[config.mk]
export PLATFORM = sky130hd
export DESIGN_NAME = coin_acceptor
export DESIGN_NICKNAME = d
export VERILOG_FILES = /design/src/rtl/coin_pkg.sv /design/src/rtl/coin_debounce.sv /design/src/rtl/coin_acceptor.sv
export SDC_FILE = /design/constraint.sdc
export NUM_CORES = 1
export LEC_CHECK = 0
export CAP_MARGIN = 20
export CELL_PAD_IN_SITES_DETAIL_PLACEMENT = 1
export CELL_PAD_IN_SITES_GLOBAL_PLACEMENT = 1
export CORE_MARGIN = 2
export CORE_UTILIZATION = 50
export DETAILED_ROUTE_END_ITERATION = 8
export DONT_BUFFER_PORTS = 1
export GPL_ROUTABILITY_DRIVEN = 0
export GPL_TIMING_DRIVEN = 0
export PLACE_DENSITY_LB_ADDON = 0.1
export REMOVE_ABC_BUFFERS = 1
export SLEW_MARGIN = 10
export SYNTH_ARGS = -nofsm -noshare
export SYNTH_HDL_FRONTEND = slang
export SYNTH_SLANG_ARGS = --single-unit
[constraint.sdc]
create_clock -name clk -period 3.1 [get_ports clk]
set_clock_uncertainty 0.1 [all_clocks]
set_input_delay 0.775 -clock clk [delete_from_list [all_inputs] [get_ports clk]]
set_output_delay 0.775 -clock clk [all_outputs]
set_load 0.005 [all_outputs]
[src/rtl/coin_pkg.sv]
// Shared constants for the coin acceptor: downstream coin codes, coin values
// and the scheduler state encoding.
package coin_pkg;

    localparam logic [1:0] COIN_NONE = 2'b00;
    localparam logic [1:0] COIN_1    = 2'b01;
    localparam logic [1:0] COIN_2    = 2'b10;
    localparam logic [1:0] COIN_5    = 2'b11;

    localparam logic [7:0] VAL_1 = 8'd1;
    localparam logic [7:0] VAL_2 = 8'd2;
    localparam logic [7:0] VAL_5 = 8'd5;

    typedef enum logic [1:0] {
        IDLE = 2'd0,
        EMIT = 2'd1,
        GAP  = 2'd2
    } sched_state_t;

    function automatic logic [7:0] coin_value(input logic [1:0] code);
        logic [7:0] v;
        case (code)
            COIN_1:  v = VAL_1;
            COIN_2:  v = VAL_2;
            COIN_5:  v = VAL_5;
            default: v = 8'd0;
        endcase
        return v;
    endfunction

    // Adds in 9 bits so the carry shows an overflow, then clamps to 255.
    function automatic logic [7:0] sat_add(input logic [7:0] a, input logic [7:0] b);
        logic [8:0] s;
        s = {1'b0, a} + {1'b0, b};
        return s[8] ? 8'hFF : s[7:0];
    endfunction

endpackage

[src/rtl/coin_debounce.sv]
// One sensor channel: 2-flop synchroniser, stability-count debouncer and
// a single-cycle pulse on each debounced rising edge.
module coin_debounce #(
    parameter int DEB_CYCLES = 16
) (
    input  logic clk,
    input  logic rstn,
    input  logic raw,
    output logic rise
);

    logic       sync_a;
    logic       sync_b;
    logic       deb;
    logic       deb_d;
    logic [7:0] cnt;

    // The level only flips once the synchronised value has disagreed with it
    // for DEB_CYCLES consecutive samples; any agreement restarts the count.
    always_ff @(posedge clk or negedge rstn) begin
        if (!rstn) begin
            sync_a <= 1'b0;
            sync_b <= 1'b0;
            deb    <= 1'b0;
            deb_d  <= 1'b0;
            cnt    <= 8'd0;
        end else begin
            sync_a <= raw;
            sync_b <= sync_a;
            deb_d  <= deb;
            if (sync_b != deb) begin
                if (cnt == 8'(DEB_CYCLES - 1)) begin
                    deb <= sync_b;
                    cnt <= 8'd0;
                end else begin
                    cnt <= cnt + 8'd1;
                end
            end else begin
                cnt <= 8'd0;
            end
        end
    end

    assign rise = deb & ~deb_d;

endmodule

[src/rtl/coin_acceptor.sv]
// Coin acceptor front end: debounces three coin sensors, queues one pending
// coin per channel and emits them as spaced single-cycle codes with a running total.
module coin_acceptor
    import coin_pkg::*;
#(
    parameter int DEB_CYCLES = 16
) (
    input  logic       clk,
    input  logic       rstn,
    input  logic       coin1_raw,
    input  logic       coin2_raw,
    input  logic       coin5_raw,
    input  logic       accept_en,
    output logic [1:0] coin_code,
    output logic       coin_valid,
    output logic [7:0] total_cents,
    output logic       err
);

    logic [2:0]   raw_vec;
    logic [2:0]   rise;
    logic [2:0]   pending;
    logic [2:0]   pick;
    logic [2:0]   clear;
    logic [2:0]   accepted;
    logic [1:0]   pick_code;
    logic         err_set;
    sched_state_t state;

    assign raw_vec = {coin5_raw, coin2_raw, coin1_raw};

    for (genvar i = 0; i < 3; i++) begin : g_chan
        coin_debounce #(
            .DEB_CYCLES(DEB_CYCLES)
        ) u_deb (
            .clk (clk),
            .rstn(rstn),
            .raw (raw_vec[i]),
            .rise(rise[i])
        );
    end

    always_comb begin
        pick      = 3'b000;
        pick_code = COIN_NONE;
        if (pending[2]) begin
            pick      = 3'b100;
            pick_code = COIN_5;
        end else if (pending[1]) begin
            pick      = 3'b010;
            pick_code = COIN_2;
        end else if (pending[0]) begin
            pick      = 3'b001;
            pick_code = COIN_1;
        end
    end

    // A new accepted rise outranks the scheduler's clear, so a coin arriving
    // just as its predecessor is taken is kept rather than counted as lost.
    assign clear    = (state == IDLE) ? pick : 3'b000;
    assign accepted = rise & {3{accept_en}};
    assign err_set  = (|(rise & ~{3{accept_en}})) | (|(accepted & pending & ~clear));

    always_ff @(posedge clk or negedge rstn) begin
        if (!rstn) begin
            pending <= 3'b000;
            err     <= 1'b0;
        end else begin
            pending <= (pending & ~clear) | accepted;
            if (err_set) begin
                err <= 1'b1;
            end
        end
    end

    always_ff @(posedge clk or negedge rstn) begin
        if (!rstn) begin
            state       <= IDLE;
            coin_code   <= COIN_NONE;
            coin_valid  <= 1'b0;
            total_cents <= 8'd0;
        end else begin
            case (state)
                IDLE: begin
                    if (|pending) begin
                        coin_code   <= pick_code;
                        coin_valid  <= 1'b1;
                        total_cents <= sat_add(total_cents, coin_value(pick_code));
                        state       <= EMIT;
                    end else begin
                        coin_code  <= COIN_NONE;
                        coin_valid <= 1'b0;
                    end
                end
                EMIT: begin
                    coin_code  <= COIN_NONE;
                    coin_valid <= 1'b0;
                    state      <= GAP;
                end
                GAP: begin
                    state <= IDLE;
                end
                default: begin
                    coin_code  <= COIN_NONE;
                    coin_valid <= 1'b0;
                    state      <= IDLE;
                end
            endcase
        end
    end

endmodule

==> impl_metrics.env, run 1 <==
export IMPL_clock_latency_ps=310
export IMPL_clockBufferDepth=2
export IMPL_timing_max_slew_rel_slack=0.687
export IMPL_final_nets=226
export IMPL_hold_class="in2async"
export IMPL_placementRows=24
export IMPL_timing_critical_path_depth=8
export IMPL_yosys_mux_area_fraction=0.0339
export IMPL_i_o_pin_cnt=18
export IMPL_async_sr_flop_fraction=1.00
export IMPL_synth_adder_area_share=0.0409
export IMPL_number_of_global_route_vias_before_repair=1572
export IMPL_cts_setup_buffers=0
export IMPL_tritoncts="done"
export IMPL_library_cells_used_by_synthesis=39
export IMPL_critical_path_slowest_cell="sky130_fd_sc_hd__dfrtp_1"
export IMPL_core_region_area_mm2=0.00441
export IMPL_power_density_mw_per_mm2=463
export IMPL_antenna_diode_count=0
export IMPL_drtPass1Iterations=2
export IMPL_n_fill_cell=482
export IMPL_max_vdd_ir_drop_v=0.000292
export IMPL_wire_length_of_the_first_global_routing_pass_um=7110
export IMPL_timing_critical_path_max_delay_family="adder cells"
export IMPL_seq_area_frac_synth=0.571
export IMPL_cp_arrival_ps=2530
export IMPL_synth_top_cells_by_count="sky130_fd_sc_hd__dfrtp_1 (53), sky130_fd_sc_hd__nor2_1 (37), sky130_fd_sc_hd__nand2_1 (17)"
export IMPL_maximum_number_of_pins_on_one_net_before_global_route_repair=54
export IMPL_clock_tree_root_cell="sky130_fd_sc_hd__clkbuf_8"
export IMPL_worstPathBufferInverterCount=1
export IMPL_finalCriticalPeriod_ps=2430
export IMPL_post_synth_and_or_nand_nor_area_fraction=0.204
export IMPL_run_status="complete, no violations"
export IMPL_dr_total_vias=1458
export IMPL_final_setup_tns_ps=0
export IMPL_placedCellCount=258
export IMPL_worst_pin_slew_ps=466
export IMPL_synth_top_family_by_area="simple AND/OR/NAND/NOR gates"
export IMPL_post_route_worst_setup_slack_ps=667
export IMPL_groute_usage_overall=0.180
export IMPL_path_clk_slew_ps=90
export IMPL_cts_htree_levels=2
export IMPL_critical_path_max_stage_delay_ps=460
export IMPL_timing_reg2reg_worst_path_depth=8
export IMPL_fmax_mhz=411
export IMPL_dp_hpwl_um=2860
export IMPL_path_class="reg2reg"
export IMPL_static_leakage_power_nw=1.16
export IMPL_max_cap_viols=0
export IMPL_die_area_mm2=0.00521
export IMPL_critical_path_max_fanout=5
export IMPL_synthXorXnorAreaFrac=0.0829
export IMPL_detail_route_iter0_violations=46
export IMPL_dp_slack_ps=697
export IMPL_post_synth_edffs=0
export IMPL_syn_inst=209
export IMPL_worst_endpoint_required_ps=3190
export IMPL_startpoint_type="flip-flop"
export IMPL_io_buffers=0
export IMPL_ctsResizeCount=0
export IMPL_via_per_inst=5.50
export IMPL_postRouteWirelength_um=3940
export IMPL_final_hold_viol_count=0
export IMPL_starting_density_of_the_core=0.526
export IMPL_synth_area_mm2=0.00232
export IMPL_synth_avg_cell_area_um2=11.1
export IMPL_grt_setup_unrepaired="no"
export IMPL_number_of_remaining_drc_errors=0
export IMPL_cts_inserted_buffers=5
export IMPL_synthDominantCellAreaShare=0.571
export IMPL_fp_dieW_um=72.2
export IMPL_cts_hold_repair_buffers=0
export IMPL_setup_violations_final=0
export IMPL_final_max_slew_violation_count=0
export IMPL_endpoint_kind="flip-flop"
export IMPL_netlist_top_cell_by_area="sky130_fd_sc_hd__dfrtp_1"
export IMPL_yosys_cell_count_top_type="sky130_fd_sc_hd__dfrtp_1"
export IMPL_cp_cell_sequence="inv_1 -> a21o_1 -> ha_1 -> fa_1 -> a21oi_1 -> nor2b_1 -> nand4_1 -> mux2_1"
export IMPL_post_drt_wl_per_cell_um=14.9
export IMPL_global_route_total_overflow=0
export IMPL_main_area_contributors_after_synthesis="sky130_fd_sc_hd__dfrtp_1 (57%), sky130_fd_sc_hd__nor2_1 (6.0%), sky130_fd_sc_hd__xnor2_1 (4.5%)"
export IMPL_antenna_found_initial=0
export IMPL_part_of_the_cycle_the_worst_path_needs=0.785
export IMPL_share_of_post_route_cells_with_drive_strength_above_1=0.0563
export IMPL_synthesized_area_fraction_occupied_by_ao_oa_aoi_and_oai_cells=0.0506
export IMPL_synth_top_flop_cell="sky130_fd_sc_hd__dfrtp_1"
export IMPL_die_h_um=72.2
export IMPL_detail_route_antenna_nets=0
export IMPL_ys_seq_elements=53
export IMPL_layout_cells_non_filler=265
export IMPL_sinks_on_clock_net=53
export IMPL_worst_r2r_setup_slack_ps=670
export IMPL_synthToLayoutAreaGrowth_pct=5.65
export IMPL_yosys_warnings=0
==> cell families after synthesis <==
kind of cell,Yosys count
xor gates and xnor gates,22
DFF,53
AOI/OAI and AO/OA,15
muxes,7
buffers and inverters,8
and+or+nand+nor,97
adders and majority gates,7
==> registers in the layout, summed over array words and instances (netlist names) <==
name and count:
g_chan.u_deb.deb_d 3, g_chan.u_deb.sync_a 3, g_chan.u_deb.sync_b 3, coin_code 2
state 2, coin_valid 1, g_chan.u_deb.deb 3, err 1
g_chan.u_deb.cnt 24, total_cents 8, pending 3
==> report_power, final <==
group	total [mW]	leakage [nW]	internal [mW]	switching (mW)
sequential	0.719	0.711	0.707	0.0123
combinational	0.0303	0.403	0.0140	0.0163
clock	0.388	0.0443	0.178	0.210
total	1.14	1.16	0.898	0.239
==> worst register-to-register path, stage by stage, from the launching register on <==
cell	delay, ps
sky130_fd_sc_hd__dfrtp_1	460
sky130_fd_sc_hd__inv_1	80
sky130_fd_sc_hd__a21o_1	200
sky130_fd_sc_hd__ha_1	220
sky130_fd_sc_hd__fa_1	420
sky130_fd_sc_hd__a21oi_1	280
sky130_fd_sc_hd__nor2b_1	120
sky130_fd_sc_hd__nand4_1	120
sky130_fd_sc_hd__mux2_1	320
==> layout make-up <==
| type | instances | area, µm² | share of cell area |
|---|---|---|---|
| clock buffers | 7 | 86.3 | 0.0352 |
| inverters | 5 | 18.8 | 0.00765 |
| multi-input cells | 148 | 958 | 0.390 |
| flip-flops and latches | 53 | 1330 | 0.540 |
| well taps | 52 | 65.1 | 0.0265 |
==> final timing paths <==
check,start,end
worst max-delay path,pending[1],total_cents[6]
worst min-delay path,rstn,total_cents[5]
worst max register to register,pending[1],total_cents[6]
worst min register to register,g_chan[1].u_deb.sync_a,g_chan[1].u_deb.sync_b
max in group asynchronous,rstn,g_chan[1].u_deb.cnt[1]
min in group clk,g_chan[1].u_deb.sync_a,g_chan[1].u_deb.sync_b
==> through the flow <==
stage                     total power [mW]  area [µm²]  utilization  hold WS [ps]
after floorplan                      0.754        2300            -           231
after global placement               0.760        2370        0.537           232
after detailed placement             0.764        2370        0.537           236
after CTS                             1.15        2450        0.556          35.5
after global routing                  1.19        2450        0.556          28.4
final                                 1.14        2450        0.556          51.0
==> cell usage in the layout (no fill, tap or decap), types with 2 or more instances in the layout <==
| cell type | instances |
|---|---|
| sky130_fd_sc_hd__a21oi_1 | 6 |
| sky130_fd_sc_hd__and2_1 | 2 |
| sky130_fd_sc_hd__and3_1 | 5 |
| sky130_fd_sc_hd__clkbuf_8 | 6 |
| sky130_fd_sc_hd__dfrtp_1 | 53 |
| sky130_fd_sc_hd__ha_1 | 6 |
| sky130_fd_sc_hd__inv_1 | 5 |
| sky130_fd_sc_hd__mux2_1 | 4 |
| sky130_fd_sc_hd__mux2_2 | 3 |
| sky130_fd_sc_hd__nand2_1 | 17 |
| sky130_fd_sc_hd__nand2b_1 | 7 |
| sky130_fd_sc_hd__nand3_1 | 9 |
| sky130_fd_sc_hd__nand3b_1 | 2 |
| sky130_fd_sc_hd__nand4_1 | 4 |
| sky130_fd_sc_hd__nor2_1 | 37 |
| sky130_fd_sc_hd__nor2b_1 | 2 |
| sky130_fd_sc_hd__nor3_1 | 2 |
| sky130_fd_sc_hd__nor4_1 | 3 |
| sky130_fd_sc_hd__xnor2_1 | 12 |
| sky130_fd_sc_hd__xor2_1 | 10 |
==> metal layers <==
layer	share of wire	routed length (µm)	vias to the layer above	GRT usage
met5	0	0	-	0
met4	0.018	70	0	0.0818
met3	0.036	142	5	0.0514
met2	0.51	2000	18	0.295
met1	0.44	1730	732	0.221
li1	-	-	703	-
Note: power is estimated with default switching activity, not from simulation.
==> inputs of run 2 (changes only) <==
--- a/config.mk
+++ b/config.mk
@@ -9,7 +9,7 @@
 export CELL_PAD_IN_SITES_DETAIL_PLACEMENT = 1
 export CELL_PAD_IN_SITES_GLOBAL_PLACEMENT = 1
 export CORE_MARGIN = 2
-export CORE_UTILIZATION = 50
+export CORE_UTILIZATION = 45
 export DETAILED_ROUTE_END_ITERATION = 8
 export DONT_BUFFER_PORTS = 1
 export GPL_ROUTABILITY_DRIVEN = 0
==> constraint.sdc (replaced) <==
create_clock -name clk -period 1.97 [get_ports clk]
set_clock_uncertainty 0.1 [all_clocks]
set_input_delay 0.4925 -clock clk [delete_from_list [all_inputs] [get_ports clk]]
set_output_delay 0.4925 -clock clk [all_outputs]
set_load 0.005 [all_outputs]
==> run 2 against run 1 <==
Against the previous run: the flow now finishes with violations (negative setup slack); sequential power rose by 57%; via count rose by 5.2%; core utilization fell by 2.0 points; first-iteration DRC count rose by 30%; non-clock buffer count rose by 14; global-route usage fell by 0.76 points; critical endpoint is now total_cents[5]; largest cell class unchanged.
==> impl_metrics.env, run 2 (synthesized netlist as in run 1, its figures left out) <==
export IMPL_run_status="finished with violations"
export IMPL_failed_checks="negative setup slack"
export IMPL_final_setup_tns_ps=-836
export IMPL_clock_latency_ps=300
export IMPL_power_combinational_fraction=0.043
export IMPL_endpoint_kind="flip-flop"
export IMPL_final_nets=240
export IMPL_part_of_the_cycle_the_worst_path_needs=1.08
export IMPL_antenna_diode_count=0
export IMPL_antenna_found_initial=0
export IMPL_cts_inserted_buffers=5
export IMPL_standard_cell_area_after_detailed_placement_mm2=0.00239
export IMPL_share_of_post_route_cells_with_drive_strength_above_1=0.185
export IMPL_cts_htree_levels=2
export IMPL_post_drt_wl_per_cell_um=15.3
export IMPL_placementRows=26
export IMPL_internal_power_mw=1.42
export IMPL_post_route_worst_setup_slack_ps=-150
export IMPL_layout_core_utilization=0.536
export IMPL_dp_hpwl_um=2960
export IMPL_hold_class="in2reg"
export IMPL_finalCriticalPeriod_ps=2120
export IMPL_worst_endpoint_required_ps=2060
export IMPL_via_per_inst=5.16
export IMPL_setup_violations_final=8
export IMPL_wire_length_of_the_first_global_routing_pass_um=7280
export IMPL_startpoint_type="flip-flop"
export IMPL_fp_dieW_um=75.9
export IMPL_flip_flop_count_of_the_largest_register_all_copies_and_words_added=24
export IMPL_fmax_mhz=472
export IMPL_starting_density_of_the_core=0.461
export IMPL_clockBufferDepth=2
export IMPL_tritoncts="done"
export IMPL_static_leakage_power_nw=1.25
export IMPL_postRouteWirelength_um=4540
export IMPL_synthToLayoutAreaGrowth_pct=16.4
export IMPL_worst_pin_slew_ps=650
export IMPL_grt_setup_unrepaired="yes"
export IMPL_max_vdd_ir_drop_v=0.000469
export IMPL_die_h_um=75.9
export IMPL_mostFrequentLayoutCell="sky130_fd_sc_hd__dfrtp_1"
export IMPL_final_hold_viol_count=0
export IMPL_largest_register="g_chan.u_deb.cnt"
export IMPL_detail_route_iter0_violations=60
export IMPL_die_area_mm2=0.00575
export IMPL_timing_max_slew_rel_slack=0.563
export IMPL_number_of_global_route_vias_before_repair=1599
export IMPL_max_cap_viols=0
export IMPL_sinks_on_clock_net=53
export IMPL_clock_tree_root_cell="sky130_fd_sc_hd__clkbuf_8"
export IMPL_io_buffers=0
export IMPL_drtPass1Iterations=4
export IMPL_power_density_mw_per_mm2=672
export IMPL_final_max_slew_violation_count=0
export IMPL_core_region_area_mm2=0.00504
export IMPL_seqPwrFrac=0.622
export IMPL_path_class="reg2reg"
export IMPL_final_cell_mix="sky130_fd_sc_hd__dfrtp_1 (51), sky130_fd_sc_hd__nor2_1 (36), sky130_fd_sc_hd__nand2_1 (16)"
export IMPL_number_of_remaining_drc_errors=0
export IMPL_maximum_number_of_pins_on_one_net_before_global_route_repair=54
export IMPL_critical_path_max_fanout=3
export IMPL_groute_usage_overall=0.172
export IMPL_clkPwrFrac=0.334
export IMPL_cp_arrival_ps=2210
export IMPL_swShare=0.218
export IMPL_switching_power_mw=0.396
export IMPL_reg_top3="g_chan.u_deb.cnt x24, total_cents x8"
export IMPL_final_design_area_no_fill_mm2=0.00271
export IMPL_global_route_total_overflow=0
export IMPL_dr_total_vias=1534
export IMPL_path_clk_slew_ps=90
export IMPL_i_o_pin_cnt=18
export IMPL_total_power_mw=1.82
export IMPL_detail_route_antenna_nets=0
## run 2: worst max-delay path: stages, from the launching register on
cell and delay (ps):
sky130_fd_sc_hd__dfrtp_2 380, sky130_fd_sc_hd__inv_2 40, sky130_fd_sc_hd__a21o_1 210, sky130_fd_sc_hd__ha_4 180, sky130_fd_sc_hd__fa_2 390, sky130_fd_sc_hd__a21oi_4 200, sky130_fd_sc_hd__or3b_4 180, sky130_fd_sc_hd__nand2_2 50
sky130_fd_sc_hd__mux2_4 270
## run 2: cell type report
type / count / area [µm²]
clock buffer: 7 / 86.3
fill: 534 / 2340
inverter: 5 / 18.8
multi-input combinational: 148 / 1050
sequential: 53 / 1330
tap: 70 / 87.6
timing repair buffer: 14 / 135
## run 2: repair_timing
item / 4_1_cts / 5_1_grt
hold buffers: 2 / 0
pin swaps: 7 / 9
hold endpoints to repair: 53 / 0
setup buffers: 10 / 3
gates resized for setup: 18 / 6
endpoints found under the setup margin: 8 / 8
## run 2: path summary, 6_finish.rpt
kind / cells after the start / slack [ps] / end / startpoint
min in group asynchronous: 2 / 610 / total_cents[6] / rstn
max in group asynchronous: 2 / 920 / pending[2] / rstn
setup / recovery: 8 / -150 / total_cents[5] / pending[1]
setup reg to reg: 8 / -150 / total_cents[5] / pending[1]
hold / removal: 0 / 120 / g_chan[0].u_deb.sync_a / coin1_raw
hold reg to reg: 0 / 250 / g_chan[2].u_deb.sync_b / g_chan[2].u_deb.sync_a
## run 2: power by group through the flow
stage | clock network [mW] | logic, mW | registers [mW]
CTS | 0.627 | 0.0815 | 1.13
floorplan | 0 | 0.0394 | 1.15
global route | 0.671 | 0.0945 | 1.14
global placement | 0 | 0.0449 | 1.15
finish | 0.608 | 0.0786 | 1.13
detailed placement | 0 | 0.0491 | 1.15
## run 2: layer usage
| metal | vias to the layer above | wire length, µm | share of wire | global-route usage |
|---|---|---|---|---|
| li1 | 730 | - | - | - |
| met1 | 771 | 1940 | 0.43 | 0.198 |
| met2 | 26 | 2370 | 0.52 | 0.307 |
| met3 | 7 | 162 | 0.036 | 0.0450 |
| met4 | 0 | 65 | 0.014 | 0.0624 |
| met5 | - | 0 | 0 | 0 |
## run 2: stage by stage
step | std cells | setup slack (ps) | hold slack (ps)
finish | 297 | -150 | 115
global route | 297 | -213 | 95.5
CTS | 295 | -117 | 108
detailed placement | 276 | -425 | 98.1
global placement | 276 | -372 | 98.0
floorplan | 206 | -194 | 96.9
==> inputs of run 3 (changes only) <==
--- a/config.mk
+++ b/config.mk
@@ -10,6 +10,7 @@
 export CELL_PAD_IN_SITES_GLOBAL_PLACEMENT = 1
 export CORE_MARGIN = 2
 export CORE_UTILIZATION = 45
+export CTS_BUF_LIST = sky130_fd_sc_hd__clkbuf_16
 export DETAILED_ROUTE_END_ITERATION = 8
 export DONT_BUFFER_PORTS = 1
 export GPL_ROUTABILITY_DRIVEN = 0
==> run 3 against run 2 <==
Against the previous run: routed wire length shrank 0.77%; count of clock-buffer cells in the layout shrank 2; via count is essentially flat; sequential share of layout area shrank 0.61 points; sequential power is essentially flat; the flow still finishes with violations (negative setup slack); non-clock buffer count shrank 1; sequential cell count is the same; power grew 11%; design area grew 1.2%.
==> impl_metrics.env, run 3 (synthesized netlist as in run 1, its figures left out) <==
export IMPL_final_max_slew_violation_count=0
export IMPL_critical_path_max_stage_delay_ps=380
export IMPL_static_leakage_power_nw=1.26
export IMPL_drtPass1Iterations=4
export IMPL_hold_worst_slack_ps=135
export IMPL_max_vdd_ir_drop_v=0.000534
export IMPL_worst_endpoint_required_ps=2040
export IMPL_cts_inserted_buffers=5
export IMPL_die_area_mm2=0.00575
export IMPL_part_of_the_cycle_the_worst_path_needs=1.06
export IMPL_largest_register="g_chan.u_deb.cnt"
export IMPL_clock_latency_ps=280
export IMPL_antenna_found_initial=0
export IMPL_core_region_area_mm2=0.00504
export IMPL_switching_power_mw=0.418
export IMPL_global_route_total_overflow=0
export IMPL_seqPwrFrac=0.562
export IMPL_power_density_mw_per_mm2=736
export IMPL_max_cap_viols=0
export IMPL_via_per_inst=5.19
export IMPL_wire_length_of_the_first_global_routing_pass_um=7570
export IMPL_startpoint_type="flip-flop"
export IMPL_path_class="reg2reg"
export IMPL_io_buffers=0
export IMPL_post_route_worst_setup_slack_ps=-122
export IMPL_total_power_mw=2.02
export IMPL_path_clk_slew_ps=60
export IMPL_share_of_post_route_cells_with_drive_strength_above_1=0.177
export IMPL_groute_usage_overall=0.179
export IMPL_synthToLayoutAreaGrowth_pct=17.9
export IMPL_antenna_diode_count=0
export IMPL_clockBufferDepth=2
export IMPL_i_o_pin_cnt=18
export IMPL_starting_density_of_the_core=0.461
export IMPL_clock_tree_root_cell="sky130_fd_sc_hd__clkbuf_16"
export IMPL_number_of_remaining_drc_errors=0
export IMPL_flip_flop_count_of_the_largest_register_all_copies_and_words_added=24
export IMPL_hold_class="in2reg"
export IMPL_dp_hpwl_um=2960
export IMPL_grt_setup_unrepaired="yes"
export IMPL_detail_route_antenna_nets=0
export IMPL_final_nets=239
export IMPL_power_combinational_fraction=0.039
export IMPL_dp_slack_ps=-425
export IMPL_mostFrequentLayoutCell="sky130_fd_sc_hd__dfrtp_1"
export IMPL_sinks_on_clock_net=53
export IMPL_failed_checks="negative setup slack"
export IMPL_critical_path_max_fanout=3
export IMPL_tritoncts="done"
export IMPL_cp_cell_sequence="inv_2 -> a21o_1 -> ha_4 -> fa_2 -> a21oi_4 -> or3b_4 -> nand2_2 -> mux2_4"
export IMPL_maximum_number_of_pins_on_one_net_before_global_route_repair=54
export IMPL_fp_dieW_um=75.9
export IMPL_timing_critical_path_max_delay_family="adder cells"
export IMPL_reg_top3="g_chan.u_deb.cnt x24, total_cents x8"
export IMPL_setup_violations_final=8
export IMPL_post_drt_wl_per_cell_um=15.2
export IMPL_die_h_um=75.9
export IMPL_placementRows=26
export IMPL_worst_pin_slew_ps=662
export IMPL_critical_path_slowest_cell="sky130_fd_sc_hd__dfrtp_2"
export IMPL_swShare=0.207
export IMPL_layout_core_utilization=0.543
export IMPL_postRouteWirelength_um=4510
export IMPL_fmax_mhz=478
export IMPL_final_setup_tns_ps=-649
export IMPL_internal_power_mw=1.60
export IMPL_detail_route_iter0_violations=52
export IMPL_final_hold_viol_count=0
export IMPL_n_fill_cell=534
export IMPL_dr_total_vias=1535
export IMPL_endpoint_kind="flip-flop"
export IMPL_finalCriticalPeriod_ps=2090
export IMPL_final_cell_mix="sky130_fd_sc_hd__dfrtp_1 (51), sky130_fd_sc_hd__nor2_1 (36), sky130_fd_sc_hd__nand2_1 (16)"
export IMPL_clkPwrFrac=0.399
export IMPL_number_of_global_route_vias_before_repair=1635
export IMPL_timing_max_slew_rel_slack=0.555
export IMPL_cp_arrival_ps=2160
export IMPL_worstPathBufferInverterCount=1
export IMPL_cts_htree_levels=2
export IMPL_run_status="finished with violations"
## run 3: cell types whose count changed in the layout (fill, tap and decap cells not counted), sizes merged
cell    delta
inv        +1
clkbuf     -2
clkinv     +1
buf        -1
## run 3: area by class of cell
class / count / area, µm² / share of cell area
flip-flops and latches: 53 / 1330 / 0.485
well taps: 70 / 87.6 / 0.0320
inverters: 5 / 18.8 / 0.00685
multi-input cells: 148 / 1040 / 0.381
clock inverters: 2 / 7.51 / 0.00274
repair buffers: 13 / 128 / 0.0466
clock buffers: 5 / 125 / 0.0457
## run 3: worst paths after layout
check / from / to / slack (ps) / cells past startpoint
max in group asynchronous: rstn / pending[2] / 900 / 2
worst max register to register: pending[1] / total_cents[5] / -120 / 8
worst max-delay path: pending[1] / total_cents[5] / -120 / 8
worst min-delay path: coin1_raw / g_chan[0].u_deb.sync_a / 140 / 0
worst min register to register: g_chan[2].u_deb.sync_a / g_chan[2].u_deb.sync_b / 250 / 0
min in group asynchronous: rstn / g_chan[0].u_deb.cnt[4] / 620 / 2
## run 3: routing by layer
| layer | share of wire | global-route usage | wire, µm | up-vias |
|---|---|---|---|---|
| met5 | 0 | 0 | 0 | - |
| met4 | 0.020 | 0.0702 | 88 | 0 |
| met3 | 0.044 | 0.0384 | 199 | 9 |
| met2 | 0.52 | 0.321 | 2340 | 30 |
| met1 | 0.42 | 0.209 | 1870 | 768 |
| li1 | - | - | - | 728 |
## run 3: power groups by stage
| stage | sequential (mW) | combinational [mW] | clock (mW) |
|---|---|---|---|
| finish | 1.13 | 0.0788 | 0.804 |
| global route | 1.14 | 0.0959 | 0.874 |
| CTS | 1.13 | 0.0819 | 0.829 |
| detailed placement | 1.15 | 0.0491 | 0 |
| global placement | 1.15 | 0.0449 | 0 |
| floorplan | 1.15 | 0.0394 | 0 |
## run 3: repair_timing
item,in CTS,in global routing
gates resized for setup,17,8
pin swaps,7,9
buffers inserted,10,2
hold buffers,2,0
endpoints found under the hold margin,53,0
setup endpoints to repair,8,8
## run 3: metrics by stage
step / instances / area [µm²]
2_1_floorplan: 206 / 2300
3_3_place_gp: 276 / 2390
3_5_place_dp: 276 / 2390
4_1_cts: 295 / 2700
5_1_grt: 296 / 2740
6_report: 296 / 2740
